[src/rtl/tlc_receiver.sv]
// Receive side of the serial LED-driver link: shift/latch of GS and DC frames,
// with per-channel PWM generation. All link pins are oversampled on clock.
module tlc_receiver #(
  parameter int CHANNELS    = 16,
  parameter int GS_BITS     = 12,
  parameter int DC_BITS     = 6,
  parameter int SYNC_STAGES = 2
) (
  input  logic                          clock,
  input  logic                          reset_n,
  input  logic                          led_sclk,
  input  logic                          led_sin,
  input  logic                          led_mode,
  input  logic                          led_xlat,
  input  logic                          led_blank,
  input  logic                          led_gsclk,
  input  logic                          err_clr,
  input  logic [$clog2(CHANNELS)-1:0]   rd_sel,
  output logic                          led_sout,
  output logic [CHANNELS-1:0]           led_out,
  output logic [GS_BITS-1:0]            rd_gs,
  output logic [DC_BITS-1:0]            rd_dc,
  output logic                          xlat_pulse,
  output logic                          len_err
);

  localparam int GS_W = CHANNELS * GS_BITS;
  localparam int DC_W = CHANNELS * DC_BITS;
  localparam logic [9:0] GS_LEN = 10'(GS_W);
  localparam logic [9:0] DC_LEN = 10'(DC_W);
  localparam logic [GS_BITS-1:0] PWM_MAX = '1;

  // sync bit order {gsclk, blank, xlat, mode, sin, sclk}; blank idles high
  localparam logic [5:0] SYNC_RST = 6'b010000;

  logic [5:0]            sync_q [SYNC_STAGES];
  logic [2:0]            edge_q;
  logic [GS_W-1:0]       shift_q, shift_d;
  logic [9:0]            cnt_q, cnt_d;
  logic [GS_BITS-1:0]    gs_q [CHANNELS];
  logic [DC_BITS-1:0]    dc_q [CHANNELS];
  logic [GS_BITS-1:0]    pwm_q;
  logic [CHANNELS-1:0]   out_q;
  logic                  pulse_q;
  logic                  err_q;

  logic sclk_s, sin_s, mode_s, xlat_s, blank_s, gsclk_s;
  logic sclk_rise, xlat_rise, gsclk_rise;
  logic bad_len;

  assign {gsclk_s, blank_s, xlat_s, mode_s, sin_s, sclk_s} = sync_q[SYNC_STAGES-1];

  assign sclk_rise  = sclk_s  & ~edge_q[0];
  assign xlat_rise  = xlat_s  & ~edge_q[1];
  assign gsclk_rise = gsclk_s & ~edge_q[2];

  always_ff @(posedge clock or negedge reset_n) begin
    if (!reset_n) begin
      for (int k = 0; k < SYNC_STAGES; k++) sync_q[k] <= SYNC_RST;
      edge_q <= '0;
    end else begin
      sync_q[0] <= {led_gsclk, led_blank, led_xlat,
                    led_mode, led_sin, led_sclk};
      for (int k = 1; k < SYNC_STAGES; k++) sync_q[k] <= sync_q[k-1];
      edge_q <= {gsclk_s, xlat_s, sclk_s};
    end
  end

  // the latch sees the post-shift view when sclk and xlat coincide
  always_comb begin
    shift_d = shift_q;
    cnt_d   = cnt_q;
    if (sclk_rise) begin
      shift_d = {shift_q[GS_W-2:0], sin_s};
      if (cnt_q != 10'h3FF) cnt_d = cnt_q + 10'd1;
    end
  end

  assign bad_len = mode_s ? (cnt_d != DC_LEN) : (cnt_d != GS_LEN);

  always_ff @(posedge clock or negedge reset_n) begin
    if (!reset_n) begin
      shift_q <= '0;
      cnt_q   <= '0;
      pulse_q <= 1'b0;
      err_q   <= 1'b0;
      for (int i = 0; i < CHANNELS; i++) begin
        gs_q[i] <= '0;
        dc_q[i] <= '0;
      end
    end else begin
      shift_q <= shift_d;
      cnt_q   <= xlat_rise ? 10'd0 : cnt_d;
      pulse_q <= xlat_rise;
      if (xlat_rise && bad_len) err_q <= 1'b1;
      else if (err_clr)         err_q <= 1'b0;
      if (xlat_rise) begin
        for (int i = 0; i < CHANNELS; i++) begin
          if (mode_s) dc_q[i] <= shift_d[i*DC_BITS +: DC_BITS];
          else        gs_q[i] <= shift_d[i*GS_BITS +: GS_BITS];
        end
      end
    end
  end

  always_ff @(posedge clock or negedge reset_n) begin
    if (!reset_n) begin
      pwm_q <= '0;
      out_q <= '0;
    end else begin
      if (blank_s)
        pwm_q <= '0;
      else if (gsclk_rise && pwm_q != PWM_MAX)
        pwm_q <= pwm_q + 1'b1;
      for (int i = 0; i < CHANNELS; i++)
        out_q[i] <= !blank_s && (pwm_q < gs_q[i]);
    end
  end

  always_comb begin
    rd_gs = '0;
    rd_dc = '0;
    if (int'(rd_sel) < CHANNELS) begin
      rd_gs = gs_q[rd_sel];
      rd_dc = dc_q[rd_sel];
    end
  end

  assign led_sout   = shift_q[GS_W-1];
  assign led_out    = out_q;
  assign xlat_pulse = pulse_q;
  assign len_err    = err_q;

endmodule

[config.mk]
export PLATFORM = sky130hd
export DESIGN_NAME = tlc_receiver
export DESIGN_NICKNAME = d
export VERILOG_FILES = /design/src/rtl/tlc_receiver.sv
export SDC_FILE = /design/constraint.sdc
export NUM_CORES = 1
export LEC_CHECK = 0
export CORE_MARGIN = 2
export CORE_UTILIZATION = 60
export CTS_BUF_LIST = sky130_fd_sc_hd__clkbuf_8
export CTS_CLUSTER_SIZE = 12
export DETAILED_ROUTE_END_ITERATION = 8
export DONT_BUFFER_PORTS = 1
export GPL_TIMING_DRIVEN = 0
export PLACE_DENSITY_LB_ADDON = 0.2
export SYNTH_ARGS = -nofsm -noshare
export SYNTH_HDL_FRONTEND = slang
export SYNTH_SLANG_ARGS = --single-unit
[constraint.sdc]
create_clock -name clock -period 3.4 [get_ports clock]
set_input_delay 1.02 -clock clock [delete_from_list [all_inputs] [get_ports clock]]
set_output_delay 1.02 -clock clock [all_outputs]
set_load 0.02 [all_outputs]
==> results of run 1 <==
## metrics by stage
step | utilization | setup TNS, ns | cells
final | 0.674 | -2.43 | 3275
after global routing | 0.674 | -2.57 | 3274
after CTS | 0.673 | -2.24 | 3272
after detailed placement | 0.625 | -5.00 | 3105
after global placement | 0.625 | -4.95 | 3105
after floorplan | - | -0.101 | 2520
## routing by layer
layer | global-route usage | up-vias
li1 | - | 8660
met1 | 0.454 | 9734
met2 | 0.519 | 922
met3 | 0.0774 | 231
met4 | 0.177 | 0
met5 | 0 | -
## flip-flops by register name, summed over array words and instances, names as in the netlist
register and flops:
sync_q 7, sin_s 1, len_err 1, sclk_s 1
gs_q 192, cnt_q 10, blank_s 1, pwm_q 12
gsclk_s 1, shift_q 192, mode_s 1, dc_q 96
xlat_pulse 1, led_out 16, edge_q 3
## what timing repair did
action	CTS	global route
endpoints found under the hold margin	0	0
cloned	3	2
setup buffers	1	0
setup endpoints to repair	18	18
resized for setup	51	5
## cells in the mapped netlist, drive strengths merged, types with 2 or more instances
master / number
a211oi: 2
a21o: 64
a21oi: 165
a31oi: 3
and2: 3
and3: 4
and4: 18
buf: 56
clkbuf: 66
dfrtp: 533
dfstp: 2
ha: 178
inv: 274
mux2: 8
mux2i: 98
mux4: 90
nand2: 502
nand2b: 17
nand3: 9
nand4: 18
nor2: 136
nor2b: 23
nor3: 4
nor4: 3
o21ai: 220
xnor2: 7
xor2: 8
## final timing paths
check / end / startpoint / slack (ns) / depth (start not counted)
setup / recovery: rd_gs[6] / rd_sel[0] / -0.17 / 4
hold reg to reg: sclk_s / sync_q[6] / 0.34 / 0
setup reg to reg: pwm_q[11] / pwm_q[6] / 0.35 / 6
min in group clock: sclk_s / sync_q[6] / 0.34 / 0
hold / removal: dc_q[44] / reset_n / 0.05 / 0
max in group asynchronous: gs_q[45] / reset_n / 2.52 / 0
## worst max-delay path, cell delays in order
cell,delay (ns)
buf_16,0.13
buf_12,0.15
mux4_2,0.63
mux4_2,0.60
## layout make-up
cell class | count | area [um^2]
Antenna cell | 1 | 2.50
Buffer | 123 | 718
Clock buffer | 117 | 1610
Clock inverter | 46 | 349
Fill cell | 3276 | 14000
Inverter | 274 | 1030
Multi-Input combinational cell | 1588 | 11100
Sequential cell | 535 | 13400
Tap cell | 585 | 732
Timing Repair Buffer | 6 | 140
## power by group through the flow
stage	combinational (mW)	sequential, mW	clock [mW]
2_1_floorplan	1.06	7.05	0
5_1_grt	1.68	7.15	6.51
3_5_place_dp	1.47	7.21	0
6_report	1.54	7.13	6.17
4_1_cts	1.52	7.11	6.22
3_3_place_gp	1.40	7.20	0
## layout by cell type (no fill, tap or decap), types with 65 or more instances in the layout
master and instances:
nand2_1 502, ha_1 178, inv_1 296, o21ai_0 220, clkbuf_8 117, dfrtp_1 533
a21oi_1 165, clkbuf_1 65, mux2i_1 98, nor2_1 136, mux4_2 84
## cell families (layout without fill, tap and decap cells)
logic type / Yosys count / count (layout) / share of synthesized area
AOI/OAI and AO/OA: 459 / 459 / 0.0959
xor gates and xnor gates: 15 / 15 / 0.00502
adders and majority gates: 178 / 178 / 0.0851
buffers and inverters: 397 / 566 / 0.0617
DFF: 535 / 535 / 0.512
muxes: 196 / 196 / 0.123
other: 0 / 1 / 0
and+or+nand+nor: 740 / 740 / 0.118
==> summary.txt, run 1 <==
Run status
  – Status: finished with violations
  – Failing checks: setup timing

Setup path
  – Critical path startpoint category: input port
  – Crit-path max FO: 10
  – CP Class: in -> out
  – Data required, critical path: 2.38 ns
  – Setup crit end kind: output port
  – WP data arrival: 2.55 ns

Layout
  – Area growth from synthesis to layout: 11.0%
  – Share of layout cells above drive strength 1: 0.111
  – Nets: 2,807
  – Fin area: ~0.029 mm^2

Die
  – Die H: 213 um
  – Core Region: approximately 0.043 mm^2
  – Starting Density: 0.608
  – Cell Rows: 76
  – IO Count: 50
  – Die area: approximately 0.045 mm^2
  – DIE WIDTH: approximately 210 um

Synthesis
  – Yosys warnings: 0
  – Mapped Cells: between 2,000 and 3,000
  – Post-Syn Area: around 0.026 mm^2
  – Yosys cell types: 46
  – Mean Syn Cell Area: 10.4 um^2
  – Area contributors post-synth: dfrtp_1, ha_1, nand2_1
  – Post-synthesis sequential area ratio: 0.512
  – Yosys reg bits: roughly 540
  – Post-synthesis cell type with the largest combined area: dfrtp_1
  – Number of flops mapped to enable cells by yosys: 0
  – Dominant synthesized flop cell: dfrtp_1
  – Asr flop ratio synth: 1.00
  – Net Count, Synth: between 2,000 and 3,000
  – Post-synth top area share: 0.510

Clock tree
  – CTS clock-pin slew for the worst setup and hold paths: approximately 0.06 ns
  – CTS max path bufs: 3
  – CTS Sinks: around 540
  – CTS tree: yes
  – Root buffer cell: clkbuf_8
  – TritonCTS Buffers: between 80 and 90
  – H-tree level count: 3
  – Hold_buf cts: 0
  – Skew-Pair Late Insertion Delay: just under 0.7 ns

Placed design
  – # port buffers: 0
  – Placed instance area: between 0.02 and 0.03 mm^2
  – Gp weighted congestion: between 0.9 and 1
  – HPWL after DPL: ~51 mm
  – Worst slack, placed: -0.344 ns

Detailed routing
  – Via Count: slightly below 20,000
  – DRT Wirelength: ~74 mm
  – Final ANT Viol Nets: 0
  – Met2 WL post-DR: around 33 mm
  – Vias per cell: between 5 and 6
  – WL met3: slightly below 7 mm
  – Initial drt markers: 2,268
  – DR top layer: met4
  – Routed len/inst: between 20 and 25 um
  – Pre-antenna DRT Iters: 7
  – DRC Markers: 0
  – Metal-1 WL: roughly 30 mm

STA
  – RSZ-0062 raised after global routing: yes
  – Final hold vios: 0
  – Slew @ Worst Pin: 1.47 ns
  – Final Skew: approximately 0.027 ns
  – Fmax: ~0.28 GHz
  – Final min period: 3.57 ns
  – Final setup margin: -0.172 ns
  – Setup violations, final: 18
  – Slew headroom: 0.0201
  – Fin Hold WS: about 0.053 ns
  – Period utilization: 1.05
  – Fin. max-slew vios: 0

Power and ir drop
  – Sequential share of power: 0.480
  – Clock power share: 0.416
  – Switching pwr: ~4.0 mW
  – Static Leak: between 15 and 20 nW
  – Peak VDD IR: roughly 0.34 mV
  – Power, Total: 14.8 mW
  – Comb pwr share: 0.104
  – Sw Share: 0.268
  – Internal power: 10.9 mW
  – Pwr/cell area: 511 mW/mm^2

Global routing
  – First-pass GRT wire length: approximately 110 mm
  – Initial antenna violation count: 3
  – Overflow after GRT: 0
  – Number of global-route vias before repair: 19,700
  – Largest net degree at the start of global routing: ~540
  – Global Route Usage Sum: 0.339

Worst hold path
  – Hold Crit Class: in -> async

Run
  – Max-cap viol count: 0
Power figures use the tool's default switching activity.
==> run 2: changes to the inputs <==
--- a/config.mk
+++ b/config.mk
@@ -16,3 +16,4 @@
 export SYNTH_ARGS = -nofsm -noshare
 export SYNTH_HDL_FRONTEND = slang
 export SYNTH_SLANG_ARGS = --single-unit
+export TNS_END_PERCENT = 100
==> results of run 2 <==
The final DEF is identical to that of run 1; final timing and power are the same.
